$ cat src/rtl/regfile_wr_arbiter_if.sv
// Purpose: bundles the two requester write ports, the memory-ready enable,
//          the register-file write port and the status outputs of the
//          register-file write arbiter.
// Signals:
//   enable                        register file ready (retires held write)
//   a_valid/a_ready/a_addr/a_data requester A (ALU writeback)
//   b_valid/b_ready/b_addr/b_data requester B (load unit)
//   rf_write_en/rf_addr_wr/rf_data_wr  register-file write port
//   pending_mask                  one-hot of register held in output stage
//   r0_drop_cnt                   saturating count of discarded R0 writes
// Modports: master = requesters/environment side, slave = arbiter side.
interface regfile_wr_arbiter_if;
  logic       enable;
  logic       a_valid;
  logic       a_ready;
  logic [2:0] a_addr;
  logic [7:0] a_data;
  logic       b_valid;
  logic       b_ready;
  logic [2:0] b_addr;
  logic [7:0] b_data;
  logic       rf_write_en;
  logic [2:0] rf_addr_wr;
  logic [7:0] rf_data_wr;
  logic [7:0] pending_mask;
  logic [3:0] r0_drop_cnt;

  modport master (
    output enable, a_valid, a_addr, a_data, b_valid, b_addr, b_data,
    input  a_ready, b_ready, rf_write_en, rf_addr_wr, rf_data_wr,
           pending_mask, r0_drop_cnt
  );

  modport slave (
    input  enable, a_valid, a_addr, a_data, b_valid, b_addr, b_data,
    output a_ready, b_ready, rf_write_en, rf_addr_wr, rf_data_wr,
           pending_mask, r0_drop_cnt
  );
endinterface

$ cat src/rtl/regfile_wr_arbiter.sv
// Purpose: arbitrates register-file writes from two requesters (A = ALU
//          writeback, B = load unit) into a one-entry output stage that
//          drives the register file. Round-robin on contention; writes to
//          R0 are accepted but discarded and counted.
// Ports:
//   clk  single clock, rising edge
//   rst  asynchronous, active-high reset
//   bus  regfile_wr_arbiter_if.slave (requesters, enable, rf port, status)
module regfile_wr_arbiter (
  input  logic                 clk,
  input  logic                 rst,
  regfile_wr_arbiter_if.slave  bus
);

  logic       out_valid_q, out_valid_d;
  logic [2:0] out_addr_q,  out_addr_d;
  logic [7:0] out_data_q,  out_data_d;
  logic       prio_q,      prio_d;      // 0: A first, 1: B first
  logic [3:0] drop_cnt_q,  drop_cnt_d;

  logic       stage_free;
  logic       grant_a;
  logic       grant_b;
  logic [2:0] xfer_addr;
  logic [7:0] xfer_data;

  always_comb begin
    out_valid_d = out_valid_q;
    out_addr_d  = out_addr_q;
    out_data_d  = out_data_q;
    prio_d      = prio_q;
    drop_cnt_d  = drop_cnt_q;

    // A held write retiring this edge frees the stage for a same-cycle reload.
    stage_free = !out_valid_q | bus.enable;
    // rst gating keeps both readies low while reset is asserted.
    grant_a = !rst & stage_free & bus.a_valid & (!bus.b_valid | !prio_q);
    grant_b = !rst & stage_free & bus.b_valid & (!bus.a_valid |  prio_q);

    xfer_addr = grant_a ? bus.a_addr : bus.b_addr;
    xfer_data = grant_a ? bus.a_data : bus.b_data;

    if (out_valid_q && bus.enable) begin
      out_valid_d = 1'b0;
    end

    if (grant_a || grant_b) begin
      prio_d = grant_a;
      if (xfer_addr != 3'd0) begin
        out_valid_d = 1'b1;
        out_addr_d  = xfer_addr;
        out_data_d  = xfer_data;
      end else if (drop_cnt_q != 4'hF) begin
        drop_cnt_d = drop_cnt_q + 4'd1;
      end
    end
  end

  always_ff @(posedge clk or posedge rst) begin
    if (rst) begin
      out_valid_q <= 1'b0;
      out_addr_q  <= 3'd0;
      out_data_q  <= 8'h00;
      prio_q      <= 1'b0;
      drop_cnt_q  <= 4'd0;
    end else begin
      out_valid_q <= out_valid_d;
      out_addr_q  <= out_addr_d;
      out_data_q  <= out_data_d;
      prio_q      <= prio_d;
      drop_cnt_q  <= drop_cnt_d;
    end
  end

  assign bus.a_ready      = grant_a;
  assign bus.b_ready      = grant_b;
  assign bus.rf_write_en  = out_valid_q;
  assign bus.rf_addr_wr   = out_addr_q;
  assign bus.rf_data_wr   = out_data_q;
  assign bus.pending_mask = out_valid_q ? (8'h01 << out_addr_q) : 8'h00;
  assign bus.r0_drop_cnt  = drop_cnt_q;

endmodule

$ cat src/flat_wrapper.sv
// flat-port wrapper written by rule: the top's interface ports become plain ports
module regfile_wr_arbiter_flat 
  (clk, rst, bus_enable, bus_a_valid, bus_a_addr, bus_a_data, bus_b_valid, bus_b_addr, bus_b_data, bus_a_ready, bus_b_ready, bus_rf_write_en, bus_rf_addr_wr, bus_rf_data_wr, bus_pending_mask, bus_r0_drop_cnt);
  regfile_wr_arbiter_if bus_i ();
  input  logic clk;
  input  logic rst;
  input wire logic [$bits(bus_i.enable)-1:0] bus_enable;
  input wire logic [$bits(bus_i.a_valid)-1:0] bus_a_valid;
  input wire logic [$bits(bus_i.a_addr)-1:0] bus_a_addr;
  input wire logic [$bits(bus_i.a_data)-1:0] bus_a_data;
  input wire logic [$bits(bus_i.b_valid)-1:0] bus_b_valid;
  input wire logic [$bits(bus_i.b_addr)-1:0] bus_b_addr;
  input wire logic [$bits(bus_i.b_data)-1:0] bus_b_data;
  output wire logic [$bits(bus_i.a_ready)-1:0] bus_a_ready;
  output wire logic [$bits(bus_i.b_ready)-1:0] bus_b_ready;
  output wire logic [$bits(bus_i.rf_write_en)-1:0] bus_rf_write_en;
  output wire logic [$bits(bus_i.rf_addr_wr)-1:0] bus_rf_addr_wr;
  output wire logic [$bits(bus_i.rf_data_wr)-1:0] bus_rf_data_wr;
  output wire logic [$bits(bus_i.pending_mask)-1:0] bus_pending_mask;
  output wire logic [$bits(bus_i.r0_drop_cnt)-1:0] bus_r0_drop_cnt;
  assign bus_i.enable = bus_enable;
  assign bus_i.a_valid = bus_a_valid;
  assign bus_i.a_addr = bus_a_addr;
  assign bus_i.a_data = bus_a_data;
  assign bus_i.b_valid = bus_b_valid;
  assign bus_i.b_addr = bus_b_addr;
  assign bus_i.b_data = bus_b_data;
  assign bus_a_ready = bus_i.a_ready;
  assign bus_b_ready = bus_i.b_ready;
  assign bus_rf_write_en = bus_i.rf_write_en;
  assign bus_rf_addr_wr = bus_i.rf_addr_wr;
  assign bus_rf_data_wr = bus_i.rf_data_wr;
  assign bus_pending_mask = bus_i.pending_mask;
  assign bus_r0_drop_cnt = bus_i.r0_drop_cnt;
  regfile_wr_arbiter u_core (.clk(clk), .rst(rst), .bus(bus_i));
endmodule
$ cat config.mk
export PLATFORM = sky130hd
export DESIGN_NAME = regfile_wr_arbiter_flat
export DESIGN_NICKNAME = d
export VERILOG_FILES = /design/src/rtl/regfile_wr_arbiter_if.sv /design/src/rtl/regfile_wr_arbiter.sv /design/src/flat_wrapper.sv
export SDC_FILE = /design/constraint.sdc
export NUM_CORES = 1
export LEC_CHECK = 0
export CAP_MARGIN = 20
export CORE_UTILIZATION = 39
export CTS_CLUSTER_SIZE = 25
export DETAILED_ROUTE_END_ITERATION = 7
export PLACE_DENSITY = 0.84
export SYNTH_ARGS = -nofsm -noshare
export SYNTH_HDL_FRONTEND = slang
export SYNTH_SLANG_ARGS = --single-unit
$ cat constraint.sdc
create_clock -name clk -period 1.8 [get_ports clk]
set_input_delay 0.18 -clock clk [delete_from_list [all_inputs] [get_ports clk]]
set_output_delay 0.18 -clock clk [all_outputs]
set_load 0.05 [all_outputs]
Word-level counts from Yosys, hierarchy flattened
Index checks and enable logic that the tools add are counted.

Register bits after elaboration: 17. Input port bits: 27. Output and inout bits: 26. Word-level logic and storage cells: 33.

$add $sub $neg: 1. Eq/ne operators: 1. Shift-type cells: 1. Mux-type cells: 6. Bitwise gates (word level): 9. Reduce and logical (&&, ||, !) cells: 10.

Operators by type and width (count): 2-to-1 mux 8 bit (2); left shift 1 x 3 -> 8 bit, first input constant (1); bitwise AND 1 bit (5); zero test 1 bit (5); adder 4 x 1 -> 4 bit, second input constant (1); != test 4 bit, second input constant (1); 2-to-1 mux 1 bit (3); 2-to-1 mux 3 bit (1); OR 1 bit (3); AND reduction 3 bit (1); nonzero test 3 bit (1); AND reduction 2 bit (1); logical AND 1 bit (1); logical OR 1 bit (1); inverter 1 bit (1).

Logic depth before layout (Yosys ltp)
Gate-level depths: netlist of the first run.

Word-level depth: 9. Gate-level depth with buffers: 6. Depth with buffers taken out: 5.

Worst setup path after synthesis of the first run
OpenSTA, ideal clock, no wires.

Path kind: reg-to-output. Start: register u_core.out_valid_q, in the netlist u_core.bus.rf_write_en. End: output port bus_pending_mask[0]. Arrival time: 2.045 ns. Data required time: 1.620 ns. Path slack: -0.425 ns. Cell stages (with the launch flop): 3. Buffers on the path: 0. Path through: dfrtp_1 or2b_1 nor3_1.

Word-level cells in the longest chain between the ends: 1.

RTL lines: from (decl) (line regfile_wr_arbiter.sv:15) `logic out_valid_q, out_valid_d;`; from (signal assigned) (line regfile_wr_arbiter.sv:67) `out_valid_q <= out_valid_d;`; 2-to-1 mux 8 bit (line regfile_wr_arbiter.sv:80) `assign bus.pending_mask = out_valid_q ? (8'h01 << out_addr_q) : 8'h00;`; to (decl) (line flat_wrapper.sv:19) `output wire logic [$bits(bus_i.pending_mask)-1:0] bus_pending_mask;`.

Every way passes these cells.

Worst setup path in the final report of the first run
Start: register u_core.drop_cnt_q[2], in the netlist u_core.bus.r0_drop_cnt[2]. End: output port bus_r0_drop_cnt[2].

RTL lines: from (decl) (line regfile_wr_arbiter.sv:19) `logic [3:0] drop_cnt_q, drop_cnt_d;`; from (signal assigned) (line regfile_wr_arbiter.sv:71) `drop_cnt_q <= drop_cnt_d;`; to (decl) (line flat_wrapper.sv:20) `output wire logic [$bits(bus_i.r0_drop_cnt)-1:0] bus_r0_drop_cnt;`.

No word-level cell between the ends.

==> results of run 1 <==
[worst max path at each step]
stage	startpoint	to	slack (ps)	cells after the start
2_1_floorplan	u_core.bus.rf_write_en	bus_pending_mask[2]	-50	2
3_3_place_gp	bus_enable	u_core.bus.rf_data_wr[6]	30	6
3_5_place_dp	bus_b_valid	u_core.bus.rf_data_wr[6]	6	6
4_1_cts	u_core.bus.rf_addr_wr[1]	bus_rf_addr_wr[1]	10	1
6_report	u_core.bus.r0_drop_cnt[2]	bus_r0_drop_cnt[2]	70	1
5_1_grt	u_core.bus.r0_drop_cnt[2]	bus_r0_drop_cnt[2]	20	1
[synthesized netlist by cell type]
cell type	instances	area share, %
a211oi_1	1	0.73
a21oi_1	2	0.98
a22oi_1	1	0.73
buf_6	2	2.2
dfrtp_1	17	42
ha_1	1	1.2
inv_1	3	1.1
inv_2	1	0.37
mux2_2	9	9.9
mux2_4	12	18
nand2_1	10	3.7
nand2b_1	4	2.4
nand2b_4	1	1.3
nand3_1	1	0.49
nand4_1	2	1.2
nand4_2	1	1.2
nand4_4	1	2.1
nor2_1	8	2.9
nor3_1	4	2.0
o21ai_0	2	0.98
o22ai_1	3	1.8
o22ai_2	1	1.2
or2b_1	2	1.5
xor2_1	1	0.85
[cells in the final DEF, fill, tap and decap left out, types with 2 or more instances in the layout]
master           instances
buf_12                   9
nand2b_1                 4
or2b_1                   2
mux2_2                   9
nor2_1                   8
nor3_1                   2
o22ai_1                  3
dlymetal6s2s_1           2
o21ai_0                  2
buf_4                   14
mux2_4                  12
nor3_2                   2
clkbuf_4                 3
dfrtp_1                 17
nand4_1                  2
inv_1                    3
a21oi_1                  2
nand2_1                 10
clkdlybuf4s50_1         38
[layer usage]
layer	global-route usage [%]	vias to the layer above	routed length, um
li1	-	450	-
met5	0	-	0
met4	13.2	0	91
met1	23.8	430	1100
met3	1.44	10	121
met2	37.1	40	1420
[layout make-up]
| cell class | instances | area, sq um | area share, % |
|---|---|---|---|
| flip-flops and latches | 17 | 425 | 24.1 |
| clock inverters | 1 | 5.00 | 0.283 |
| repair buffers | 63 | 691 | 39.1 |
| inverters | 4 | 15.0 | 0.849 |
| well taps | 30 | 37.5 | 2.12 |
| multi-input cells | 67 | 572 | 32.3 |
| clock buffers | 3 | 22.5 | 1.27 |
[cells by family (layout without fill, tap and decap cells)]
| kind of cell | Yosys count | after routing | share of synthesized area, % |
|---|---|---|---|
| compound gates | 10 | 10 | 6.47 |
| flops | 17 | 17 | 41.5 |
| simple gates | 34 | 34 | 18.8 |
| fa+ha+maj | 1 | 1 | 1.22 |
| buf+inv | 6 | 71 | 3.66 |
| xor+xnor | 1 | 1 | 0.855 |
| mux | 21 | 21 | 27.5 |
[power breakdown]
part           internal (W)  switching, W
combinational      0.000581      0.000825
sequential         0.000518      0.000140
clock             0.0000828      0.000126
total               0.00118       0.00109
[flip-flops by register name, indices dropped and copies added (netlist names)]
register,flops
u_core.bus.r0_drop_cnt,4
u_core.bus.rf_write_en,1
u_core.bus.rf_addr_wr,3
u_core.bus.rf_data_wr,8
u_core.prio_q,1
[stage by stage]
| step | setup TNS [ps] | setup WS [ps] | power (W) | cell area [sq um] | util, % |
|---|---|---|---|---|---|
| 2_1_floorplan | -149 | -49.8 | 0.00154 | 1030 | - |
| 3_3_place_gp | 0 | 26.4 | 0.00204 | 1740 | 70.1 |
| 3_5_place_dp | 0 | 5.67 | 0.00207 | 1740 | 70.1 |
| 4_1_cts | 0 | 14.5 | 0.00228 | 1760 | 71.2 |
| 5_1_grt | 0 | 20.2 | 0.00237 | 1770 | 71.4 |
| 6_report | 0 | 68.6 | 0.00227 | 1770 | 71.4 |
[worst register-to-register path: stages, from the launching register on]
cell	delay (ps)
dfrtp_1	450
ha_1	270
nand3_1	110
nand2_1	60
o22ai_1	210
mux2_2	360
==> impl_results.md, run 1 <==
* Run status: complete, no violations
* Die height at 53.3 um
* Cells resized by post-CTS repair at 0
* Die extent in x at 53.3 um
* Drt drc at 0
* Flop2flop setup slack at 230 ps
* Initial cell density of the core at 41.4%
* Tmin final at 1730 ps
* # rows at 18
* Leak Pwr at 0.802 nW
* Total gr overflow at 0
* Delay-heaviest family, CP: buffers and inverters
* Pwr dens at 1290 nW/um^2
* Crit-path max FO at 6
* CTS tree: built
* Slowest cell on crit path: clkdlybuf4s50_1
* Netlist cell types at 24
* # IOs at 53
* Fmax at 578 MHz
* Worst-margin pin slew at 510 ps
* Worst setup EP type: primary output
* Pre-antenna DRT Iters at 4
* PortBufs at 52
* Worst Path Required at 1620 ps
* Max cap viols at 0
* Clk Latency, worst-skew pair at 300 ps
* Inserted Diodes at 0
* Crit path kind: reg -> out
* Detailed placement HPWL at 2.18 mm
* R2R depth at 5
* Total global-route track usage at 20.9%
* Worst-path cell chain: clkdlybuf4s50_1
* Reg2reg end: u_core.bus.r0_drop_cnt[1]
* Syn_area_per_cell at 11.4 sq um
* Routed len/inst at 14.8 um
* Area of the mapped netlist at 1020 sq um
* Mapped Cells at 90
* Post-synthesis sequential area ratio at 41.5%
* Setup violators final at 0
* Data arrival, critical path at 1550 ps
* Final max-slew violation count at 0
* Hold Fails Final Rpt at 0
* Vias at 930
* Slew HR at 65.9%
* Fillers at 167
* Initial antenna violation count at 0
* Nets@finish at 184
* H-tree depth at 1
* Initial DRC Count at 15
* Synth warn at 0
* Peak supply drop at 1100 uV
* Reg2Reg Launch Point: u_core.bus.r0_drop_cnt[0]
* Slowest stage delay, CP at 830 ps
* CTS root buf: clkbuf_4
* Tcrit/Tclk final at 96.2%
* Routability cong. at 0.842
* Fin cells at 185
* Die ar. at 2840 sq um
* Buf/Inv on CP at 1
* Hold buffer count at cts at 0
* Worst-case clock buffer depth at 2
* Pin count of the biggest net entering global routing at 11
* Global-route wire length before repair at 4.15 mm
* Post-DRT Antenna Nets at 0
* Total wire length at 2.73 mm
* Clock skew at 13.9 ps
* Post-Syn Nets at 118
* # Post-CTS Setup Buffers at 0
* Startpoint types: register
* Placed Cells at 181
* Clock transition at path regs at 110 ps
* Seq cells post-synth at 17
* # clock sinks at 17
* WHS at 234 ps
* Vias in the first global route at 920
* Routed vias/inst at 5.03
* RSZ-0062 raised after global routing: false
* CTS buffer count at 3
* Area Overhead vs Synth at 72.5%
* Share of layout cells above drive strength 1 at 35.5%
* Core Box Area at 2480 sq um
* Worst hold path class: in -> async
No activity file was read; power rests on OpenSTA's default activity.
==> run 2, diff against run 1 <==
CORE_ASPECT_RATIO = 0.5   (was default)
SKIP_LAST_GASP = 1   (was default)
==> run 2 against run 1 <==
Effect of this change:
- global-route usage is 0.94 points lower
- register-to-register slack got worse by 40 ps
- cell count grew 2.7%
- clock skew down 9.3 ps
- sequential cell count is the same
- die area rose by 0.43%
- maximum frequency up 2.1%
- highest routed layer unchanged
- via count is 1.9% lower
- utilization increased by 3.9 points
- clock power is 38% higher
- critical path depth increased by 5
==> impl_results.md, run 2 (same netlist as run 1, synthesis figures left out) <==
* H-tree depth at 1 (unchanged)
* Pin count of the biggest net entering global routing at 18 (was 11)
* Total global-route track usage at 19.9% (was 20.9%)
* Initial antenna violation count at 0 (unchanged)
* Drt drc at 0 (unchanged)
* Pre-antenna DRT Iters at 4 (unchanged)
* Layout Utilization at 75.2% (was 71.4%)
* Share of layout cells above drive strength 1 at 34.8% (was 35.5%)
* Worst hold path class: in -> async (unchanged)
* Power Total at 0.00233 W (was 0.00227 W)
* CTS buffer count at 3 (unchanged)
* Max cap viols at 0 (unchanged)
* Cells resized by post-CTS repair at 0 (unchanged)
* Initial cell density of the core at 43.8% (was 41.4%)
* Tcrit/Tclk final at 94.2% (was 96.2%)
* Worst-case clock buffer depth at 2 (unchanged)
* RSZ-0062 raised after global routing: false (unchanged)
* Hold Fails Final Rpt at 0 (unchanged)
* Setup violators final at 0 (unchanged)
* CTS tree: built (unchanged)
* Nets@finish at 184 (unchanged)
* Max FFs per register at 8 (unchanged)
* Area Overhead vs Synth at 71.9% (was 72.5%)
* Routability cong. at 0.764 (was 0.842)
* Data arrival, critical path at 1520 ps (was 1550 ps)
* Clk Latency, worst-skew pair at 250 ps (was 300 ps)
* Final WS setup at 104 ps (was 68.6 ps)
* Vias at 912 (was 930)
* Post-DRT Antenna Nets at 0 (unchanged)
* Die ar. at 2850 sq um (was 2840 sq um)
* Reg2Reg Launch Point: u_core.bus.rf_write_en (was u_core.bus.r0_drop_cnt[0])
* Total wire length at 2.58 mm (was 2.73 mm)
* Inserted Diodes at 0 (unchanged)
* Sequential power share at 28.2% (was 28.9%)
* Most common cell after layout, fill and taps aside: clkdlybuf4s50_1 (unchanged)
* Die extent in x at 74.5 um (was 53.3 um)
* Run status: complete, no violations (unchanged)
* Clock skew at 4.59 ps (was 13.9 ps)
* Pwr dens at 1320 nW/um^2 (was 1290 nW/um^2)
* Total negative setup slack at 0 ps (unchanged)
* Hold buffer count at cts at 0 (unchanged)
* Tmin final at 1700 ps (was 1730 ps)
* Crit-path max FO at 4 (was 6)
* Die height at 38.2 um (was 53.3 um)
* Total gr overflow at 0 (unchanged)
* Startpoint types: register (unchanged)
* Internal at 0.00125 W (was 0.00118 W)
* Net Sw Power at 0.00108 W (was 0.00109 W)
* # Post-CTS Setup Buffers at 0 (unchanged)
* CTS root buf: clkbuf_8 (was clkbuf_4)
* DP Worst Slack at -72.8 ps (was 5.67 ps)
* Sw frac at 46.3% (was 48.0%)
* Vias in the first global route at 871 (was 920)
* Global-route wire length before repair at 4.02 mm (was 4.15 mm)
* Fillers at 162 (was 167)
* Final max-slew violation count at 0 (unchanged)
* PortBufs at 52 (unchanged)
* Leak Pwr at 0.778 nW (was 0.802 nW)
* Clock share of power at 12.4% (was 9.2%)
* Detailed placement HPWL at 2.12 mm (was 2.18 mm)
* Comb pwr share at 59.4% (was 61.9%)
* # IOs at 53 (unchanged)
* Fmax at 590 MHz (was 578 MHz)
* Routed vias/inst at 4.80 (was 5.03)
* # rows at 12 (was 18)
* Worst setup EP type: primary output (unchanged)
* Peak supply drop at 748 uV (was 1100 uV)
* Routed len/inst at 13.6 um (was 14.8 um)
* R2R depth at 5 (unchanged)
* Flop2flop setup slack at 190 ps (was 230 ps)
* # clock sinks at 17 (unchanged)
* Crit path kind: reg -> out (unchanged)
* Slew HR at 65.5% (was 65.9%)
* Reg2reg end: u_core.bus.r0_drop_cnt[1] (unchanged)
* Initial DRC Count at 23 (was 15)
* Core Box Area at 2340 sq um (was 2480 sq um)
* Worst Path Required at 1620 ps (about the same)
* Most frequent cells in the layout: 40 x clkdlybuf4s50_1, 17 x dfrtp_1, 16 x buf_4 (was 38 x clkdlybuf4s50_1, 17 x dfrtp_1, 14 x buf_4)
* Worst-margin pin slew at 515 ps (was 510 ps)
* Clock transition at path regs at 70 ps (was 110 ps)
==> run 2: worst max-delay path, stage by stage (launching register included) <==
cell      delay, ps
dfrtp_1         430
nand2b_4        120
nand4_2         130
buf_4           170
buf_4           130
inv_1           120
buf_12          150
==> run 2: layout make-up <==
type	instances	area (sq um)	area share, %
Multi-Input combinational cell	67	572	32.5
Clock buffer	4	45.0	2.56
Timing Repair Buffer	63	661	37.5
Tap cell	35	43.8	2.49
Sequential cell	17	425	24.1
Inverter	4	15.0	0.852
==> run 2: stage by stage <==
step           instance area [sq um]  hold WS (ps)  cells
3_3_place_gp                    1720           485    186
2_1_floorplan                   1030          36.0     90
4_1_cts                         1760           345    190
5_1_grt                         1760           349    190
6_report                        1760           339    190
3_5_place_dp                    1720           494    186
==> run 2: per-layer routing <==
layer	routed length (um)	GRT usage (%)	up-vias
li1	-	-	453
met1	1150	26.1	430
met2	1300	33.3	27
met3	100	4.74	2
met4	27	5.66	0
met5	0	0	-
==> run 2: worst max path at each step <==
| stage | start | to | cells after the start |
|---|---|---|---|
| finish | u_core.bus.rf_write_en | bus_b_ready | 6 |
| floorplan | u_core.bus.rf_write_en | bus_pending_mask[2] | 2 |
| detailed placement | bus_enable | u_core.bus.rf_data_wr[6] | 6 |
| global placement | bus_enable | u_core.bus.rf_data_wr[4] | 6 |
| global route | u_core.bus.rf_write_en | bus_b_ready | 6 |
| CTS | u_core.bus.rf_write_en | bus_b_ready | 6 |
==> run 2: power by group through the flow <==
stage	clock (W)	combinational [W]	sequential (W)
3_5_place_dp	0	0.00139	0.000662
6_report	0.000288	0.00138	0.000656
5_1_grt	0.000317	0.00145	0.000682
3_3_place_gp	0	0.00137	0.000658
4_1_cts	0.000293	0.00139	0.000658
2_1_floorplan	0	0.000438	0.00110
==> run 3, diff against run 2 <==
SKIP_CTS_REPAIR_TIMING = 1   (was default)
==> results of run 3 <==
No change in the layout: final DEF, timing and power equal those of run 2.
